--- src/rtl/button_conditioner.sv ---
// Pushbutton input stage: 2-FF synchroniser, per-channel debounce counter, and
// registered stable level plus single-cycle press/release pulses.
module button_conditioner #(
    parameter int unsigned N_BTN           = 3,
    parameter int unsigned DEBOUNCE_CYCLES = 1_000_000,
    parameter int unsigned CNT_W           = 20
) (
    input  logic             clk_100MHz,
    input  logic             reset,
    input  logic [N_BTN-1:0] btn_raw,
    output logic [N_BTN-1:0] btn_level,
    output logic [N_BTN-1:0] btn_press,
    output logic [N_BTN-1:0] btn_release
);

    localparam logic [CNT_W-1:0] CntMax = CNT_W'(DEBOUNCE_CYCLES - 1);
    localparam logic [CNT_W-1:0] CntOne = CNT_W'(1);

    logic [N_BTN-1:0] sync1_q, sync2_q;
    logic [N_BTN-1:0] level_q, level_d;
    logic [N_BTN-1:0] press_q, press_d;
    logic [N_BTN-1:0] release_q, release_d;
    logic [CNT_W-1:0] cnt_q [N_BTN];
    logic [CNT_W-1:0] cnt_d [N_BTN];

    // Any sample agreeing with the current level restarts qualification.
    always_comb begin
        cnt_d     = cnt_q;
        level_d   = level_q;
        press_d   = '0;
        release_d = '0;
        for (int i = 0; i < int'(N_BTN); i++) begin
            if (sync2_q[i] == level_q[i]) begin
                cnt_d[i] = '0;
            end else if (cnt_q[i] == CntMax) begin
                cnt_d[i]     = '0;
                level_d[i]   = sync2_q[i];
                press_d[i]   = sync2_q[i];
                release_d[i] = ~sync2_q[i];
            end else begin
                cnt_d[i] = cnt_q[i] + CntOne;
            end
        end
    end

    always_ff @(posedge clk_100MHz or posedge reset) begin
        if (reset) begin
            sync1_q   <= '0;
            sync2_q   <= '0;
            level_q   <= '0;
            press_q   <= '0;
            release_q <= '0;
            for (int i = 0; i < int'(N_BTN); i++) begin
                cnt_q[i] <= '0;
            end
        end else begin
            sync1_q   <= btn_raw;
            sync2_q   <= sync1_q;
            level_q   <= level_d;
            press_q   <= press_d;
            release_q <= release_d;
            for (int i = 0; i < int'(N_BTN); i++) begin
                cnt_q[i] <= cnt_d[i];
            end
        end
    end

    assign btn_level   = level_q;
    assign btn_press   = press_q;
    assign btn_release = release_q;

endmodule

--- config.mk ---
export PLATFORM = sky130hd
export DESIGN_NAME = button_conditioner
export DESIGN_NICKNAME = d
export VERILOG_FILES = /design/src/rtl/button_conditioner.sv
export SDC_FILE = /design/constraint.sdc
export NUM_CORES = 1
export LEC_CHECK = 0
export ABC_AREA = 1
export CORE_MARGIN = 4
export CORE_UTILIZATION = 45
export CTS_CLUSTER_DIAMETER = 30
export DETAILED_ROUTE_END_ITERATION = 6
export PLACE_DENSITY = 0.59
export SYNTH_ARGS = -nofsm -noshare
export SYNTH_HDL_FRONTEND = slang
export SYNTH_SLANG_ARGS = --single-unit
--- constraint.sdc ---
create_clock -name clk_100MHz -period 3.5 [get_ports clk_100MHz]
set_input_delay 0.7 -clock clk_100MHz [delete_from_list [all_inputs] [get_ports clk_100MHz]]
set_output_delay 0.7 -clock clk_100MHz [all_outputs]
set_load 0.005 [all_outputs]
== After elaboration in Yosys (flattened, before gate mapping) ==
Index checks and enable logic that the tools add are counted.
Word-level totals
  memory bits (writable): 0
  logic and storage cells: 46
  memories: 0
  output and inout bits: 9
  bits in read-only memories: 0
  latch bits: 0
  bits of input ports: 5
  register bits after elaboration: 75
Operators by class
  div/mod/pow operators: 0
  add/sub/neg operators: 3
  shift-type cells: 0
  muxes and demuxes: 18
  bitwise operators: 6
  $mul: 0
  $lt $le $gt $ge: 0
  eq/ne operators: 6
  reduce and logical (&&, ||, !) cells: 3
Operators by type and width (count)
  20-bit two-way mux: 6
  20-bit by 1-bit adder with 20-bit output (second input constant): 3
  20-bit == test (second input constant): 3
  1-bit two-way mux: 12
  1-bit NOT: 6
  2-bit AND reduction: 3
  1-bit == test: 3

== Logic depth before layout (Yosys ltp) ==
Gate-level depths: netlist of run 1.
  depth in word-level cells: 3
  depth in mapped cells: 9
  gate-level depth less buffers: 9

== Worst setup path after synthesis of run 1 ==
No wires, ideal clock.
  path kind: flip-flop to flip-flop
  from: reg cnt_q[20] in the netlist's numbering
  to: reg cnt_q[32] in the netlist's numbering
  required time: 3.368 ns
  path slack: 2.180 ns
  setup time: 0.132 ns
  cell stages (with the launch flop): 9
  arrival time: 1.188 ns
  buffers on the path: 0
  path through: dfrtp_1 -> ha_1 -> nand3_2 -> inv_1 -> nand2_2 -> nor2_1 -> or2_1 -> nand2_1 -> nor2_1
RTL lines
  start, declared: line 23  | logic [CNT_W-1:0] cnt_q [N_BTN];
  start signal, assigned by index: line 63  | cnt_q[i] <= cnt_d[i];

== Final worst setup path of run 1 ==
  from: reg level_q[1] (netlist: btn_level[1])
  to: out btn_level[1]
RTL lines
  start, declared: line 20  | logic [N_BTN-1:0] level_q, level_d;
  start signal, assigned: line 59  | level_q <= level_d;
  end, declared: line 11  | output logic [N_BTN-1:0] btn_level,
No word-level cell between the ends.

==> results.md, run 1 <==
- The worst setup path is launched from a flip-flop.
- The share of the clock period used by the worst path after layout is 0.5608.
- In the global route stage, overall resource usage came out at 0.1660.
- The number of gates resized after cts is 0.
- Walking the worst path, the cells encountered are clkdlybuf4s50_1.
- The initial antenna violation count came to 0.
- By area, the combinational part of the netlist is dominated by simple AND/OR/NAND/NOR gates.
- After synthesis the cells add up to 3874 µm².
- The critical-path maximum fanout is 4.
- The count of cells along the worst register-to-register path is 6.
- The floorplan die area is 10160 µm².
- The classification of the worst-slack hold path is flip-flop to flip-flop.
- The largest net degree at the start of global routing is 28.
- TritonCTS built the clock tree.
- The number of register bits inferred by synthesis is 75.
- The worst setup slack for register-to-register paths is 1.96 ns.
- The floorplan step defined a core boundary enclosing 8299 µm².
- Of the total synthesized cell area, the portion taken by AND, OR, NAND and NOR gates is 0.3660.
- Setup violations remaining at the end of the flow were counted as 0.
- The DRC marker count from the first detailed-route iteration is roughly 170.
- At the worst endpoint, the arrival time is 1.26 ns.
- At the worst endpoint, the required time is 2.80 ns.
- The adder-cell area share of the yosys netlist is 0.009690.
- The cell family contributing the most delay on the critical path is buffers and inverters.
- In this run the number of cells on the critical path is 1.
- The filler cell count in the final layout is roughly 780.
- The number of max-slew violations in the final report came to 0.
- After technology mapping, the gate count stands at approximately 480.
- Compared with the post-synthesis result, the final layout area differs by 12.66%.
- In this run the critical register-to-register path is launched from btn_level[0].
- The worst slew margin relative to its limit is 0.6890.
- The wire length of the first global-routing pass is 13320 µm.
- The count of buffers added on input and output ports is 13.
- The sequential-to-total area share from yosys stat is 0.4845.
- After detailed routing, the total wire length is 7562 µm.
- The root buffer cell is sky130_fd_sc_hd__clkbuf_8.
- The final period demand of the worst path is 1.963 ns.
- The H-tree generated during clock tree synthesis spans 3 levels.
- The worst ir drop on vdd is around 0.18 mV.
- The end point of the most critical hold path is sync2_q[1].
- The number of global-route vias before repair came to 2893.
- The origin of the worst min-delay path is sync1_q[1].
- Leaving out fill and tap cells, the most frequent cell in the layout is sky130_fd_sc_hd__nor2_1.
- The net total in the final layout is 510.
- The finished layout holds 612 standard cells, fillers aside.
- After detailed routing, the average wire length per cell comes to 12.36 µm.
- The number of buffers added by the clock tree synthesis step is 9.
- The top cell types in the final layout, fill and taps aside, are 126 x sky130_fd_sc_hd__nor2_1, 75 x sky130_fd_sc_hd__dfrtp_1, 70 x sky130_fd_sc_hd__nand2_1.
- The critical setup path kind is flip-flop to primary output.
- The congestion estimate from routability-driven global placement came to ~0.86.
- The Yosys step of the flow raised 0 warnings.
- Summed over all layers, the global routing overflow is 0.
- The die is roughly 100 µm wide.
- Counting distinct cell types in the post-synthesis netlist gives 26.
- The latest clock arrival within the worst-skew pair is 0.35 ns.
- The number of buffer and inverter stages on the critical path is 1.
- Using the TritonRoute via totals, the vias-per-cell ratio works out to 4.913.
- Setup repair after global routing left no endpoint under its margin.
- The accumulated negative setup slack is 0 ns.
- Static timing analysis puts the maximum clock frequency at about 510 MHz.
- Summing internal, switching and leakage power gives 1.647 mW.
- STA classifies the critical path endpoint as a primary output.
- For this run, design rule violations remaining after detail routing come to 0.
- The worst setup skew after layout is between 0.01 and 0.015 ns.
- The floorplan has 33 rows.
- The number of buffers inserted by post-CTS setup repair is 0.
- The first detailed-routing pass ran for 4 iterations.
- For the pin with the worst max-slew slack, the measured transition is between 0.4 and 0.5 ns.
- For this design the top-level I/O count stands at 14.
- The compound-gate portion of the synthesized area is 0.02745.
- The cell with the biggest individual delay on the critical path is sky130_fd_sc_hd__clkdlybuf4s50_1.
- The count of endpoints failing hold in the final timing report is 0.
- The most critical setup path has its startpoint at btn_level[1].
- The sink count of the clock tree is 75.
- After clock tree synthesis, the clock-pin slew on the worst setup and hold paths is 0.08 ns.
- The layout cell share with drive strength beyond 1 is 0.1105.
- In this design, the stage delay of the slowest critical-path cell is 0.51 ns.
- The sum of net half-perimeters after detailed placement is 5559 µm.
- After synthesis, the mean cell area works out to approximately 8.1 µm².
- The number of cells traversed by the worst hold path is 0.
- The count of hold-fix buffers inserted at cts is 0.
- When the netlist entered floorplanning its net count stood at 484.
- The final route contains 3007 vias.
- The post-placement cell count is between 500 and 600.
- The total inserted antenna cells is 0.
- The worst register-to-register path ends at cnt_q[46].
- Of the post-synthesis cell area, the part taken by muxes is 0.
- The initial utilization of the core area, before any placement, comes to 0.4668.
- The remaining antenna violation count after routing is 0.
- Of the total synthesized cell area, the portion taken by XOR and XNOR cells is 0.06783.
- Dividing total power by cell area gives a power density of 377.3 nW/µm².
- No sink is reached through more buffers than the 2 on the longest clock path.
- The number of maximum-capacitance constraint violations is 0.
- The flow ran to the end, and the final reports show no timing, DRC or antenna violations.
- The height of the chip is 100.8 µm.
- Summed over all cells, the static leakage comes to 1.810 nW.
power by group:
group	leakage (nW)	total (mW)	switching, mW	internal [mW]
logic	0.678	0.0603	0.0424	0.0180
clock network	0.105	0.701	0.343	0.358
registers	1.03	0.886	0.00851	0.877
cell usage after synthesis (all sizes together):
cell type	count	area share
a21oi	9	0.012
a31oi	1	0.0016
clkbuf	1	0.00097
dfrtp	75	0.48
ha	3	0.0097
inv	45	0.044
nand2	83	0.089
nand3	47	0.070
nand3b	2	0.0039
nand4	12	0.019
nor2	142	0.16
nor3	11	0.016
nor3b	4	0.0078
nor4	1	0.0016
o21ai	5	0.0065
o21bai	4	0.0078
or2	1	0.0016
xnor2	10	0.023
xor2	20	0.045
registers in the layout (all words and copies together), names as in the netlist:
name,cells
btn_press,3
cnt_q,60
sync2_q,3
btn_release,3
btn_level,3
sync1_q,3
metal layers:
metal  track usage  wire length, µm  share of wire
met1        0.2162             3607           0.48
met2        0.2684             3621           0.48
met3       0.04360              237          0.031
met4       0.05596               95          0.013
met5             0                0              0
final cells by class:
type	count	area [µm²]	area share
Clock buffer	10	137.6	0.03154
Clock inverter	6	71.32	0.01634
Inverter	45	170.2	0.03899
Multi-Input combinational cell	355	1824	0.4180
Sequential cell	75	1877	0.4300
Tap cell	105	131.4	0.03010
Timing Repair Buffer	16	152.6	0.03498
worst register-to-register path, cell delays in order (launching register included):
cell	delay [ns]
sky130_fd_sc_hd__dfrtp_1	0.41
sky130_fd_sc_hd__inv_1	0.10
sky130_fd_sc_hd__nor2_1	0.05
sky130_fd_sc_hd__nor2_2	0.38
sky130_fd_sc_hd__inv_1	0.20
sky130_fd_sc_hd__nand2_2	0.21
sky130_fd_sc_hd__nor2_1	0.07
stage by stage:
stage	setup slack (ns)	utilization	hold slack, ns	instance area [µm²]
after detailed placement	1.690	0.5007	0.3402	4155
after global placement	1.715	0.5007	0.3362	4155
after CTS	1.509	0.5259	0.3555	4364
final	1.537	0.5259	0.3485	4364
after global routing	1.443	0.5259	0.3581	4364
after floorplan	0.8900	-	0.3312	3874
worst max-delay path by stage:
stage / to / slack (ns)
3_3_place_gp: cnt_q[15] / 1.71
5_1_grt: btn_level[1] / 1.44
3_5_place_dp: sync1_q[2] / 1.69
4_1_cts: btn_level[1] / 1.51
2_1_floorplan: btn_level[0] / 0.89
6_report: btn_level[1] / 1.54
cell families (layout without fill, tap and decap cells):
group	Yosys count	count (layout)
and+or+nand+nor	303	303
DFF	75	75
buffers and inverters	46	77
xor gates and xnor gates	30	30
AOI/OAI and AO/OA	19	19
adders and majority gates	3	3
(Power assumes the default switching activity.)
==> run 2: changes to the inputs <==
==> constraint.sdc (replaced) <==
create_clock -name clk_100MHz -period 2 [get_ports clk_100MHz]
set_input_delay 0.4 -clock clk_100MHz [delete_from_list [all_inputs] [get_ports clk_100MHz]]
set_output_delay 0.4 -clock clk_100MHz [all_outputs]
set_load 0.005 [all_outputs]
==> run 2 against run 1 <==
Net effect: setup slack worse by 1.2 ns; sequential power is 75% higher; critical endpoint is now btn_level[2]; die area stayed put; sequential cell count stayed put; wire length is 3.4% lower; largest cell class unchanged; via count is 0.17% higher; clock-buffer cell count is 1 lower; global-route usage is 0.43 points lower; clock power is 60% higher; core utilization is 0.060 points higher; largest power group unchanged; power is 69% higher; sequential share of layout area hardly changed.
==> results.md, run 2 (synthesis gave the netlist of run 1 again) <==
- Status: finished clean (unchanged).
- Static timing analysis puts the maximum clock frequency at between 600 and 700 MHz.
- The sequential cell area is 1877 µm² (unchanged).
- The number of DRC violations after detailed routing is 0 (unchanged).
- The root buffer cell is sky130_fd_sc_hd__clkbuf_8 (unchanged).
- The transition time at the pin with the least slew margin came to 0.3827 ns (was 0.4660 ns).
- The number of buffers between clock root and the deepest sink is 2 (unchanged).
- The register with the most flip-flops is cnt_q (unchanged).
- The CTS tree is done (unchanged).
- The placer congestion estimate is 0.8440 (was 0.8606).
- The worst setup skew after layout is 0.006480 ns (was 0.01460 ns).
- The setup violation total in the final timing report is 0 (unchanged).
- The share of the clock period used by the worst path after layout is 0.8333.
- The count of endpoints failing hold in the final timing report was 0 (unchanged).
- The average detailed-routed wire length per instance was 11.92 µm (was 12.36 µm).
- The number of maximum-capacitance constraint violations is 0 (unchanged).
- The via count is 3012 (was 3007).
- The detailed-routing iteration count for the pre-antenna-repair pass is 5 (was 4).
- The sink count of the clock tree came to 75 (unchanged).
- The count of buffers inserted at the top-level ports is 13 (unchanged).
- The net total in the final layout is 511 (was 510).
- The worst path needs roughly 1.7 ns of the cycle, external delays included.
- The total power per unit cell area is 636.2 nW/µm² (was 377.3 nW/µm²).
- The floorplan die width is 100.8 µm (unchanged).
- The core area is 8299 µm² (unchanged).
- The number of buffers added by the clock tree synthesis step is 9 (unchanged).
- The area growth from synthesis to layout was 12.79% (was 12.66%).
- The sum of net half-perimeters after detailed placement was 5318 µm (was 5559 µm).
- The number of buffer and inverter stages on the critical path was 1 (unchanged).
- The multi-input logic area is 1824 µm² (unchanged).
- The hold slack is 0.3550 ns (was 0.3485 ns).
- The cell type group with the largest total delay on the critical path is buffers and inverters (unchanged).
- The classification of the worst-slack hold path is flip-flop to flip-flop (unchanged).
- The DRC marker count from the first detailed-route iteration is 94 (was 174).
- The critical setup path kind is flip-flop to primary output (unchanged).
- The capturing element type of the critical path was a primary output (unchanged).
- The commonest non-fill, non-tap cell in the layout was sky130_fd_sc_hd__nor2_1 (unchanged).
- The count of placed standard cells in the final layout, fillers left out is 613 (was 612).
- Leading cell types in the layout, fill and taps excluded: 126 x sky130_fd_sc_hd__nor2_1, 75 x sky130_fd_sc_hd__dfrtp_1, 70 x sky130_fd_sc_hd__nand2_1 (unchanged).
- The number of primary I/O pins came to 14 (unchanged).
- The starting density of the core is 0.4668 (unchanged).
- The required time of the critical path is 1.60 ns (was 2.80 ns).
- The worst slew margin relative to its limit is 0.7449 (was 0.6890).
- The biggest cell delay along the critical path is 0.52 ns (was 0.51 ns).
- Ordered cell list for the critical path: clkdlybuf4s50_1 (unchanged).
- The worst ir drop on vdd is 0.3245 mV (was 0.1770 mV).
- The number of global-route vias before repair is 2977 (was 2893).
- The number of buffers inserted by post-CTS setup repair is 0 (unchanged).
- The all-layer global routing usage is 0.1617 (was 0.1660).
- The layout cell share with drive strength beyond 1 is 0.1122 (was 0.1105).
- The filler cell count in the final layout is 777 (was 784).
- The worst endpoint data arrival time was 1.27 ns (was 1.26 ns).
- The kind of start point of the critical path is a flip-flop (unchanged).
- The total inserted antenna cells is 0 (unchanged).
- The average vias per placed instance came to 4.914 (was 4.913).
- The height of the chip was 100.8 µm (unchanged).
- The H-tree depth reported by CTS came to 3 (unchanged).
- The count of hold-fix buffers inserted at cts is 0 (unchanged).
- The critical-path maximum fanout is 4 (unchanged).
- The total number of placement rows is 33 (unchanged).
- The accumulated negative setup slack is 0 ns (unchanged).
- The initial antenna violation count came to 0 (unchanged).
- The cell with the biggest individual delay on the critical path is sky130_fd_sc_hd__clkdlybuf4s50_1 (unchanged).
- The remaining antenna violation count after routing is 0 (unchanged).
- The wire length of the first global-routing pass is 13100 µm (was 13320 µm).
- The number of max-slew violations in the final report is 0 (unchanged).
- The final non-filler cell area is 4369 µm² (was 4364 µm²).
- The latest clock arrival within the worst-skew pair is 0.35 ns (about the same).
- The worst setup slack for register-to-register paths was 0.53 ns (was 1.96 ns).
- The largest net degree at the start of global routing was 76 (was 28).
- The post-detailed-placement cell area was 4178 µm² (was 4155 µm²).
- The leakage power of the design was 1.806 nW (was 1.810 nW).
- The number of gates resized after cts is 0 (unchanged).
- The final wirelength is 7304 µm (was 7562 µm).
- The remaining global-route overflow is 0 (unchanged).
- The post-placement cell count is 597 (was 596).
- The total power of the final layout is 2.780 mW (was 1.647 mW).
- RSZ-0062 raised after global routing: no (unchanged).
- The floorplan die area is 10160 µm² (unchanged).
- The number of flip-flops in the largest register is 60 (unchanged).
- The clock transition time at the flip-flop clock pins of the worst setup and hold paths was 0.09 ns (was 0.08 ns).
[run 2: worst register-to-register path, cell delays in order, from the launching register on]
cell and delay (ns):
sky130_fd_sc_hd__dfrtp_1 0.37, sky130_fd_sc_hd__ha_1 0.19, sky130_fd_sc_hd__nand3_1 0.13, sky130_fd_sc_hd__nor2_2 0.19, sky130_fd_sc_hd__nand3_2 0.21, sky130_fd_sc_hd__nand2_2 0.20
sky130_fd_sc_hd__nor2_1 0.07
[run 2: power breakdown]
| group | switching (mW) | internal [mW] |
|---|---|---|
| Clock | 0.634 | 0.487 |
| Combinational | 0.0732 | 0.0354 |
| Sequential | 0.0146 | 1.54 |
| Total | 0.722 | 2.06 |
[run 2: routing by layer]
metal | track usage | part of all wire | vias up | wire [µm]
met5 | 0 | 0 | - | 0
met4 | 0.05389 | 0.012 | 0 | 87
met3 | 0.04706 | 0.030 | 9 | 218
met2 | 0.2684 | 0.48 | 41 | 3497
met1 | 0.2018 | 0.48 | 1392 | 3500
li1 | - | - | 1570 | -
[run 2: layout make-up]
cell class	count	area share
flip-flops and latches	75	0.4296
clock inverters	7	0.01546
clock buffers	9	0.02835
inverters	45	0.03952
well taps	105	0.03007
multi-input cells	355	0.4175
repair buffers	17	0.03952
[run 2: metrics by stage]
step | setup WS [ns] | util
finish | 0.3335 | 0.5265
global route | 0.2587 | 0.5265
CTS | 0.3092 | 0.5265
detailed placement | 0.5147 | 0.5034
global placement | 0.5462 | 0.5034
floorplan | 0.6803 | -
[run 2: path summary, 6_finish.rpt]
check	startpoint	cells after the start	to
setup / recovery	btn_level[2]	1	btn_level[2]
hold / removal	sync1_q[1]	0	sync2_q[1]
setup reg to reg	cnt_q[40]	6	cnt_q[58]
hold reg to reg	sync1_q[1]	0	sync2_q[1]
max in group asynchronous	reset	3	btn_press[1]
min in group asynchronous	reset	3	cnt_q[44]
==> run 3: changes to the inputs <==
==> constraint.sdc (replaced) <==
create_clock -name clk_100MHz -period 1.6 [get_ports clk_100MHz]
set_input_delay 0.32 -clock clk_100MHz [delete_from_list [all_inputs] [get_ports clk_100MHz]]
set_output_delay 0.32 -clock clk_100MHz [all_outputs]
set_load 0.005 [all_outputs]
==> run 3 against run 2 <==
Net effect: final area increased by 0.95%; wire length rose by 2.1%; core utilization grew 0.50 points; register-to-register slack worse by 0.38 ns; sequential power is 25% higher; power up 25%; cell count is 0.82% higher; die area unchanged; clock power grew 25%; setup slack got worse by 0.26 ns; critical path depth did not move; largest cell class unchanged.
==> results.md, run 3 (synthesis gave the netlist of run 1 again) <==
- Status: finished clean (unchanged).
- The average vias per placed instance is 4.901 (was 4.914).
- The required time of the critical path is 1.28 ns (was 1.60 ns).
- The floorplan die width came to 100.8 µm (unchanged).
- The accumulated negative setup slack was 0 ns (unchanged).
- RSZ-0062 raised after global routing: no (unchanged).
- The DRC marker count from the first detailed-route iteration was 133 (was 94).
- The worst endpoint data arrival time is 1.20 ns (was 1.27 ns).
- The total power of the final layout is 3.475 mW (was 2.780 mW).
- The H-tree depth reported by CTS was 3 (unchanged).
- The relative contribution of sequential cells to total power is 0.558 (about the same).
- The cell with the biggest individual delay on the critical path is sky130_fd_sc_hd__clkdlybuf4s50_1 (unchanged).
- The worst setup skew after layout is 0.01196 ns (was 0.006480 ns).
- The final period demand of the worst path is 1.522 ns.
- The all-layer global routing usage is 0.1638 (was 0.1617).
- The core area is 8299 µm² (unchanged).
- The leakage power of the design is 1.847 nW (was 1.806 nW).
- The clock transition time at the flip-flop clock pins of the worst setup and hold paths is 0.09 ns (about the same).
- The height of the chip is 100.8 µm (unchanged).
- The net switching component of the power came to 0.9093 mW (was 0.7220 mW).
- The number of max-slew violations in the final report came to 0 (unchanged).
- The share of the core filled with cells was 0.5314 (was 0.5265).
- The count of endpoints failing hold in the final timing report came to 0 (unchanged).
- The detailed-routing iteration count for the pre-antenna-repair pass is 4 (was 5).
- The placer congestion estimate was 0.8573 (was 0.8440).
- The floorplan die area came to 10160 µm² (unchanged).
- The setup violation total in the final timing report is 0 (unchanged).
- The post-detailed-placement cell area was 4193 µm² (was 4178 µm²).
- The total power per unit cell area is 787.9 nW/µm² (was 636.2 nW/µm²).
- The internal power came to 2.566 mW (was 2.058 mW).
- The hold slack was 0.3548 ns (was 0.3550 ns).
- The critical setup path kind is flip-flop to primary output (unchanged).
- The total number of placement rows came to 33 (unchanged).
- Ordered cell list for the critical path: clkdlybuf4s50_1 (unchanged).
- The critical-path maximum fanout was 2 (was 4).
- The worst ir drop on vdd is 0.4925 mV (was 0.3245 mV).
- The launch point of the worst reg-to-reg path is cnt_q[0] (was cnt_q[40]).
- The remaining global-route overflow is 0 (unchanged).
- The startpoint of the worst setup timing path is btn_level[2] (unchanged).
- The average detailed-routed wire length per instance is 12.07 µm (was 11.92 µm).
- The capturing element type of the critical path is a primary output (unchanged).
- The remaining antenna violation count after routing came to 0 (unchanged).
- The power share of the combinational group is 0.040 (was 0.039).
- The total inserted antenna cells is 0 (unchanged).
- The count of hold-fix buffers inserted at cts is 0 (unchanged).
- The number of global-route vias before repair is 2919 (was 2977).
- The part of the power in the clock network is 0.403 (about the same).
- The number of primary I/O pins is 14 (unchanged).
- The biggest cell delay along the critical path is 0.50 ns (was 0.52 ns).
- The layout cell share with drive strength beyond 1 is 0.1209 (was 0.1122).
- The final wirelength is 7457 µm (was 7304 µm).
- The net switching fraction of the power is 0.2617 (was 0.2598).
- The number of maximum-capacitance constraint violations came to 0 (unchanged).
- The number of buffers added by the clock tree synthesis step is 9 (unchanged).
- The cell type group with the largest total delay on the critical path was buffers and inverters (unchanged).
- The via count is 3029 (was 3012).
- The wire length of the first global-routing pass came to 13200 µm (was 13100 µm).
- The count of buffers inserted at the top-level ports is 13 (unchanged).
- Leading cell types in the layout, fill and taps excluded: 126 x sky130_fd_sc_hd__nor2_1, 75 x sky130_fd_sc_hd__dfrtp_1, 70 x sky130_fd_sc_hd__nand2_1 (unchanged).
- The number of buffer and inverter stages on the critical path came to 1 (unchanged).
- The latest clock arrival within the worst-skew pair is 0.36 ns (was 0.35 ns).
- The root buffer cell is sky130_fd_sc_hd__clkbuf_8 (unchanged).
- The net total in the final layout is 516 (was 511).
- The number of DRC violations after detailed routing was 0 (unchanged).
- The sum of net half-perimeters after detailed placement is 5472 µm (was 5318 µm).
- The number of flip-flops in the largest register came to 60 (unchanged).
- The starting density of the core is 0.4668 (unchanged).
- In the finished design, the share of the clock period the worst path needs comes to 0.9515.
- The initial antenna violation count came to 0 (unchanged).
- Derived from the worst setup path, the maximum achievable clock frequency is 656.8 MHz.
- The classification of the worst-slack hold path was flip-flop to flip-flop (unchanged).
- The CTS tree was done (unchanged).
- The transition time at the pin with the least slew margin is 0.3901 ns (was 0.3827 ns).
- The kind of start point of the critical path is a flip-flop (unchanged).
- The final non-filler cell area was 4410 µm² (was 4369 µm²).
- The largest net degree at the start of global routing is 76 (unchanged).
- The area growth from synthesis to layout was 13.86% (was 12.79%).
- The register with the most flip-flops is cnt_q (unchanged).
- The origin of the worst min-delay path is sync1_q[1] (unchanged).
- The number of buffers between clock root and the deepest sink is 2 (unchanged).
- The worst slew margin relative to its limit is 0.7399 (was 0.7449).
- The commonest non-fill, non-tap cell in the layout is sky130_fd_sc_hd__nor2_1 (unchanged).
- The sink count of the clock tree was 75 (unchanged).
## run 3: cell count changes in the layout (fill, tap and decap cells not counted), sizes merged
| cell | delta |
|---|---|
| clkinv | -1 |
| clkinvlp | +1 |
| clkdlybuf4s50 | -1 |
| dlymetal6s2s | +1 |
| buf | +5 |
## run 3: through the flow
stage / setup slack, ns / instances
floorplan: 0.2803 / 476
detailed placement: 0.1386 / 599
CTS: 0.03459 / 618
global route: 0.006019 / 618
global placement: 0.1942 / 599
finish: 0.07754 / 618
## run 3: final cells by class
cell class              count  area, µm²
inverters                  45      172.7
multi-input cells         355       1829
clock buffers               9      123.9
clock inverters             7      63.81
repair buffers             22      212.7
well taps                 105      131.4
flip-flops and latches     75       1877
fillers                   773       3889
## run 3: per-layer routing
layer,global-route usage,vias up,part of all wire
met1,0.2079,1405,0.48
met5,0,-,0
met2,0.2704,40,0.47
li1,-,1577,-
met3,0.04360,7,0.035
met4,0.05596,0,0.013
## run 3: power by group through the flow
stage / Clock, mW / Sequential (mW) / Combinational [mW]
after floorplan: 0 / 1.97 / 0.0927
after global placement: 0 / 1.97 / 0.141
after detailed placement: 0 / 1.98 / 0.142
after CTS: 1.46 / 1.94 / 0.143
after global routing: 1.55 / 1.94 / 0.159
final: 1.40 / 1.94 / 0.138
## run 3: worst paths after layout
kind                                endpoint  slack, ns  cells after the start
max in group asynchronous          cnt_q[32]       0.87                      3
worst max register to register     cnt_q[15]       0.15                      6
worst max-delay path            btn_level[2]       0.08                      1
worst min register to register    sync2_q[1]       0.35                      0
worst min-delay path              sync2_q[1]       0.35                      0
min in group asynchronous          cnt_q[42]       0.42                      3
## run 3: timing repair
action / 4_1_cts / 5_1_grt
setup endpoints to repair: 3 / 6
resized for setup: 0 / 2
buffers inserted: 3 / 0
